### src/rtl/alu_uart_sequencer.sv
// Frame controller between a UART RX/TX pair and an ALU: collects operand A, operand B
// and opcode bytes, drives the ALU buses, and returns the result through the transmitter.
module alu_uart_sequencer #(
  parameter int NB_DATA = 8,
  parameter int NB_OP   = 6
) (
  input  logic               i_clock,
  input  logic               i_reset,
  input  logic [NB_DATA-1:0] i_rx_data,
  input  logic               i_rx_done,
  input  logic               i_tx_done,
  input  logic [NB_DATA-1:0] i_alu_result,
  output logic [NB_DATA-1:0] o_alu_a,
  output logic [NB_DATA-1:0] o_alu_b,
  output logic [NB_OP-1:0]   o_alu_op,
  output logic [NB_DATA-1:0] o_tx_data,
  output logic               o_tx_start,
  output logic               o_busy,
  output logic               o_op_error,
  output logic               o_overrun
);

  typedef enum logic [2:0] {
    ST_WAIT_A,
    ST_WAIT_B,
    ST_WAIT_OP,
    ST_COMPUTE,
    ST_SEND,
    ST_WAIT_TX
  } state_t;

  localparam logic [NB_OP-1:0] OP_ADD = NB_OP'(6'h20);
  localparam logic [NB_OP-1:0] OP_SUB = NB_OP'(6'h22);
  localparam logic [NB_OP-1:0] OP_AND = NB_OP'(6'h24);
  localparam logic [NB_OP-1:0] OP_OR  = NB_OP'(6'h25);
  localparam logic [NB_OP-1:0] OP_XOR = NB_OP'(6'h26);
  localparam logic [NB_OP-1:0] OP_SRA = NB_OP'(6'h03);
  localparam logic [NB_OP-1:0] OP_SRL = NB_OP'(6'h02);
  localparam logic [NB_OP-1:0] OP_NOR = NB_OP'(6'h27);

  state_t             r_state;
  state_t             w_next_state;
  logic [NB_DATA-1:0] r_alu_a;
  logic [NB_DATA-1:0] r_alu_b;
  logic [NB_OP-1:0]   r_alu_op;
  logic [NB_DATA-1:0] r_tx_data;
  logic               r_op_error;
  logic               r_overrun;
  logic               w_op_valid;
  logic               w_busy;
  logic [NB_DATA-1:0] w_rx_upper;

  // Any bit above the opcode field makes the byte invalid, even if the low bits match.
  assign w_rx_upper = i_rx_data >> NB_OP;

  always_comb begin
    // NOTE: every combinational output gets a default first so no path infers a latch.
    w_op_valid = 1'b0;
    if (w_rx_upper == '0) begin
      case (i_rx_data[NB_OP-1:0])
        OP_ADD, OP_SUB, OP_AND, OP_OR,
        OP_XOR, OP_SRA, OP_SRL, OP_NOR: w_op_valid = 1'b1;
        default:                        w_op_valid = 1'b0;
      endcase
    end
  end

  assign w_busy = (r_state == ST_COMPUTE) || (r_state == ST_SEND) || (r_state == ST_WAIT_TX);

  always_ff @(posedge i_clock or posedge i_reset) begin
    if (i_reset) r_state <= ST_WAIT_A;
    else         r_state <= w_next_state;
  end

  always_comb begin
    w_next_state = r_state;
    case (r_state)
      ST_WAIT_A:  if (i_rx_done) w_next_state = ST_WAIT_B;
      ST_WAIT_B:  if (i_rx_done) w_next_state = ST_WAIT_OP;
      ST_WAIT_OP: if (i_rx_done) w_next_state = w_op_valid ? ST_COMPUTE : ST_WAIT_A;
      ST_COMPUTE: w_next_state = ST_SEND;
      ST_SEND:    w_next_state = ST_WAIT_TX;
      ST_WAIT_TX: if (i_tx_done) w_next_state = ST_WAIT_A;
      default:    w_next_state = ST_WAIT_A;
    endcase
  end

  // Operands and opcode are part of the reset domain so a mid-frame reset clears the ALU inputs.
  always_ff @(posedge i_clock or posedge i_reset) begin
    if (i_reset) begin
      r_alu_a    <= '0;
      r_alu_b    <= '0;
      r_alu_op   <= '0;
      r_tx_data  <= '0;
      r_op_error <= 1'b0;
      r_overrun  <= 1'b0;
    end else begin
      // NOTE: sequential state uses non-blocking assignments so all registers update together.
      r_op_error <= 1'b0;
      case (r_state)
        ST_WAIT_A: if (i_rx_done) r_alu_a <= i_rx_data;
        ST_WAIT_B: if (i_rx_done) r_alu_b <= i_rx_data;
        ST_WAIT_OP: begin
          if (i_rx_done) begin
            if (w_op_valid) r_alu_op   <= i_rx_data[NB_OP-1:0];
            else            r_op_error <= 1'b1;
          end
        end
        ST_COMPUTE: r_tx_data <= i_alu_result;
        default: ;
      endcase
      if (i_rx_done && w_busy) r_overrun <= 1'b1;
    end
  end

  assign o_alu_a    = r_alu_a;
  assign o_alu_b    = r_alu_b;
  assign o_alu_op   = r_alu_op;
  assign o_tx_data  = r_tx_data;
  assign o_tx_start = (r_state == ST_SEND);
  assign o_busy     = w_busy;
  assign o_op_error = r_op_error;
  assign o_overrun  = r_overrun;

endmodule
### config.mk
export PLATFORM = sky130hd
export DESIGN_NAME = alu_uart_sequencer
export DESIGN_NICKNAME = d
export VERILOG_FILES = /design/src/rtl/alu_uart_sequencer.sv
export SDC_FILE = /design/constraint.sdc
export NUM_CORES = 1
export LEC_CHECK = 0
export BUFFER_PORTS_ARGS = -buffer_cell sky130_fd_sc_hd__buf_2
export CAP_MARGIN = 40
export CORE_AREA = 2 2 62 64
export DETAILED_ROUTE_END_ITERATION = 16
export DIE_AREA = 0 0 64 66
export GPL_TIMING_DRIVEN = 0
export HOLD_SLACK_MARGIN = 0.1
export MAX_ROUTING_LAYER = met4
export PLACE_DENSITY_LB_ADDON = 0.15
export SYNTH_ARGS = -nofsm -noshare
export SYNTH_HDL_FRONTEND = slang
export SYNTH_SLANG_ARGS = --single-unit
### constraint.sdc
create_clock -name i_clock -period 1.5 [get_ports i_clock]
set_input_delay 0.075 -clock i_clock [delete_from_list [all_inputs] [get_ports i_clock]]
set_output_delay 0.075 -clock i_clock [all_outputs]
set_load 0.02 [all_outputs]
# After elaboration in Yosys (flattened, before gate mapping)
# Index checks and enable logic that the tools add are counted.
# W data, S select, Z words.
[word_totals]
register_bits = 35
inputBits = 20
wordCells = 45
out_inout_bits = 34
[op_classes]
mux = 11
eq_ne = 17
n_reduce_logical = 10
[ops]
columns = ["op", "n"]
rows = [
  ["$eq A6 B6 Y1 const B", 6],
  ["$pmux W3 S6", 1],
  ["$eq A6 B2 Y1 const B", 2],
  ["$mux W3", 4],
  ["$logic_not A8 Y1", 1],
  ["$ne A2 B2 Y1 const B", 4],
  ["$reduce_or A8 Y1", 1],
  ["$eq A3 B2 Y1 const B", 2],
  ["$eq A3 B3 Y1 const B", 2],
  ["$mux W1", 5],
  ["$reduce_and A2 Y1", 2],
  ["$reduce_and A4 Y1", 1],
  ["$eq A3 B1 Y1 const B", 1],
  ["$logic_not A3 Y1", 1],
  ["$reduce_and A3 Y1", 1],
  ["$logic_or A1 B1 Y1", 2],
  ["$mux W2", 1],
  ["$logic_and A1 B1 Y1", 1],
]

# Longest topological paths before layout
[logic_depth]
depth_word = 7
mapped_depth = 5
ltp_nobuf = 3

# Worst setup path after synthesis
# OpenSTA, ideal clock, no wires.
[synth_timing]
path_kind = "flip-flop to flip-flop"
from = "register r_state[0]"
to = "register r_alu_a[0], in the netlist o_alu_a[0]"
setup_slack_ns = 0.059
setup_time_ns = 0.125
period_less_slack_ns = 1.441
stages_incl_launch_ff = 4
required_time_ns = 1.375
t_arrival_ns = 1.316
path_cell_list = "dfrtp_1 > buf_6 > nor4_4 > mux2_2"
[synth_between]
elab_chain_cells = 2
[synth_rtl]
columns = ["item", "line", "source"]
rows = [
  ["start: declaration", "41", "state_t r_state;"],
  ["start signal: assignment", "72", "else r_state <= w_next_state;"],
  ["$logic_not A3 Y1", "100", "case (r_state)"],
  ["$reduce_and A2 Y1 (no line)", "--", ""],
  ["end signal: assignment", "101", "ST_WAIT_A: if (i_rx_done) r_alu_a <= i_rx_data;"],
  ["end: declaration", "43", "logic [NB_DATA-1:0] r_alu_a;"],
]
# Every way passes these cells.
# A chain may end at the register's enable or synchronous reset.

# Worst setup path in the final report
[layout_timing]
from = "register r_state[2]"
to = "register r_state[0]"
[layout_between]
elab_chain_cells = 3
[layout_rtl]
columns = ["item", "line", "source"]
rows = [
  ["$eq A3 B3 Y1 (tied with other cells)", "77", "case (r_state)"],
  ["$ne A2 B2 Y1 (no line)", "--", ""],
  ["$reduce_and A4 Y1 (no line)", "--", ""],
]
# Parallel ways exist; a longest one is shown, timed or not.

==> impl_metrics.tcl <==
set metrics [dict create \
    numCtsBuffers 5 \
    grt_setup_unrepaired "true" \
    io_buffers 53 \
    crit_path_end_kind "register" \
    clock_path_buffers 2 \
    worstHoldPathType "input pin to register" \
    die_h_um 66 \
    antenna_found_initial 0 \
    drt_first_pass_iters 4 \
    start_util_pct 40.84 \
    gr-total-overflow 0 \
    min_path_cells 4 \
    diodes 0 \
    worst-setup-path-type "register to register" \
    wl_per_cell_um 13.67 \
    stdcell_area_sq_um 2211 \
    worst_ir_drop_vdd_v 0.001059 \
    fmax_mhz 672.9 \
    dr.first_iter.drc_count 62 \
    final-setup-viol-count 0 \
    synth_compound_area_share_pct 4.832 \
    crit_arrival_ns 1.75 \
    finalPower_uw 4179 \
    ios 54 \
    place_area_sq_um 1803 \
    r2r.worst_path.cells 4 \
    layout_min_cycle_time_ns 1.486 \
    synthSimpleGateAreaFrac_pct 10.70 \
    ys_types 23 \
    wl_mm 3.186 \
    drc 0 \
    fin_crit_sh_pct 99.08 \
    status "finished, final reports clean" \
    track_usage_pct 15.45 \
    synth_top_family_by_area "multiplexers" \
    max-slew-margin-rel_pct 59.40 \
    fin_skew_ns 0.007654 \
    num_vias 1112 \
    ant_nets 0 \
    grt_pass1_vias 1064 \
    syn_area_sq_um 1450 \
    layout-drive-gt1-share_pct 58.92 \
    final_common_cell "buf_2" \
    path_clk_slew_ns 0.10 \
    powerDensity_nw_per_um2 1890 \
    grt_max_degree 23 \
    synthMuxAreaShare_pct 21.74 \
    cts_sinks 35 \
    routabilityCongestion 0.7427 \
    whs_ns 0.2006 \
    syn_inst 98 \
    synth-seq-area-share_pct 60.40 \
    mostFrequentLayoutCells "51 x buf_2, 34 x dfrtp_1, 22 x mux2_2, 19 x dlygate4sd3_1" \
    start_kind "register" \
    yosysWarnings 0 \
    postSynthAreaPerCell_sq_um 14.80 \
    worst_pin_slew_ns 0.6083 \
    cp_data_required_time_ns 1.76 \
    cts_tree "yes" \
    fp.coreArea_sq_um 3551 \
    p_leak_uw 0.001055 \
    routed_via_density 4.773 \
    cts_root_buffer "clkbuf_4" \
    nNetsFinal 204 \
    yosys.area_share.adder_pct 0 \
    syn_nets 118 \
    hold_violations 0 \
    cts_max_level 2 \
    synth_xor_area_share_pct 0 \
    grt_pass1_wl_mm 4.809 \
    finish.utilization_pct 62.26 \
    clk-insertion-delay-late_ns 0.33 \
    timing.final.ws_setup_ns 0.01386 \
    synth.ff_latch_count 35 \
    crit_path_max_fanout 6 \
    die_w_um 64 \
    pre_cts_ws_ns -0.1408 \
    slew_violations 0 \
    die_area_sq_um 4224 \
    hpwl_mm 2.097 \
    syn_to_final_growth_pct 52.46 \
    rows 22 \
    maxCapViolCount 0 \
]
## state kept, by name (all words and copies together) (netlist names)
signal / cells
r_state: 3
o_tx_data: 8
o_overrun: 1
o_op_error: 1
o_alu_b: 8
o_alu_op: 6
o_alu_a: 8
## cells in the mapped netlist (all sizes together)
cell / instances / area share (%)
a21o: 1 / 0.52
a21oi: 2 / 0.69
a2bb2oi: 1 / 0.60
a31oi: 1 / 0.43
and2: 4 / 1.7
and4bb: 1 / 0.86
buf: 4 / 1.8
dfrtp: 35 / 60
inv: 2 / 0.52
mux2: 28 / 22
nand2: 1 / 0.26
nand2b: 3 / 1.3
nand3: 1 / 0.34
nand3b: 2 / 1.0
nor2: 2 / 0.52
nor2b: 1 / 0.43
nor4: 2 / 2.9
nor4bb: 1 / 0.69
o2111ai: 1 / 1.0
o211ai: 1 / 0.52
o21ai: 3 / 1.0
or3b: 1 / 0.60
## final timing paths
check | start | endpoint | slack [ns]
min in group asynchronous | i_reset | o_tx_data[4] | 0.35
setup / recovery | r_state[2] | r_state[0] | 0.01
hold reg to reg | o_overrun | o_overrun | 0.47
max in group asynchronous | i_reset | o_alu_b[0] | 0.63
hold / removal | i_rx_data[0] | r_state[1] | 0.20
setup reg to reg | r_state[2] | r_state[0] | 0.01
## routing by layer
| layer | part of all wire [%] | GRT usage [%] |
|---|---|---|
| met4 | 1.1 | 4.891 |
| met2 | 52 | 24.74 |
| met3 | 4.3 | 4.600 |
| met1 | 43 | 18.90 |
| met5 | 0 | - |
## through the flow
step | instances | TNS (ns)
4_1_cts | 228 | -0.003318
5_1_grt | 233 | -0.3002
3_3_place_gp | 199 | -1.153
2_1_floorplan | 98 | 0
3_5_place_dp | 200 | -1.424
6_report | 233 | 0
## area by class of cell
| cell class | count | area [sq um] |
|---|---|---|
| Clock buffer | 7 | 65.06 |
| Clock inverter | 1 | 7.507 |
| Timing Repair Buffer | 79 | 553.0 |
| Sequential cell | 35 | 877.1 |
| Inverter | 2 | 7.507 |
| Tap cell | 48 | 60.06 |
| Buffer | 4 | 45.04 |
| Fill cell | 280 | 1340 |
| Multi-Input combinational cell | 57 | 595.6 |
## kinds of logic after synthesis
| logic type | count (synthesis) |
|---|---|
| AND/OR/NAND/NOR | 19 |
| flip-flops | 35 |
| multiplexers | 28 |
| AO/OA/AOI/OAI | 10 |
| buffers and inverters | 6 |
## where the power goes
group	internal [uW]	leakage [uW]	switching [uW]
logic	1010	0.000593	1050
registers	1340	0.000425	198
clock network	274	0.0000375	309
total	2620	0.00106	1560
## what timing repair did
item	4_1_cts	5_1_grt
cloned	0	1
buffers inserted	2	3
setup endpoints to repair	21	13
hold buffers	18	1
gates resized for setup	7	17
pin swaps	1	3
endpoints found under the hold margin	44	3
## worst max-delay path, stage by stage (launching register included)
cell and delay [ns]:
dfrtp_2 0.49, buf_12 0.15, or3b_2 0.47, a21oi_2 0.14
a2bb2oi_1 0.17
Power figures use the tool's default switching activity.
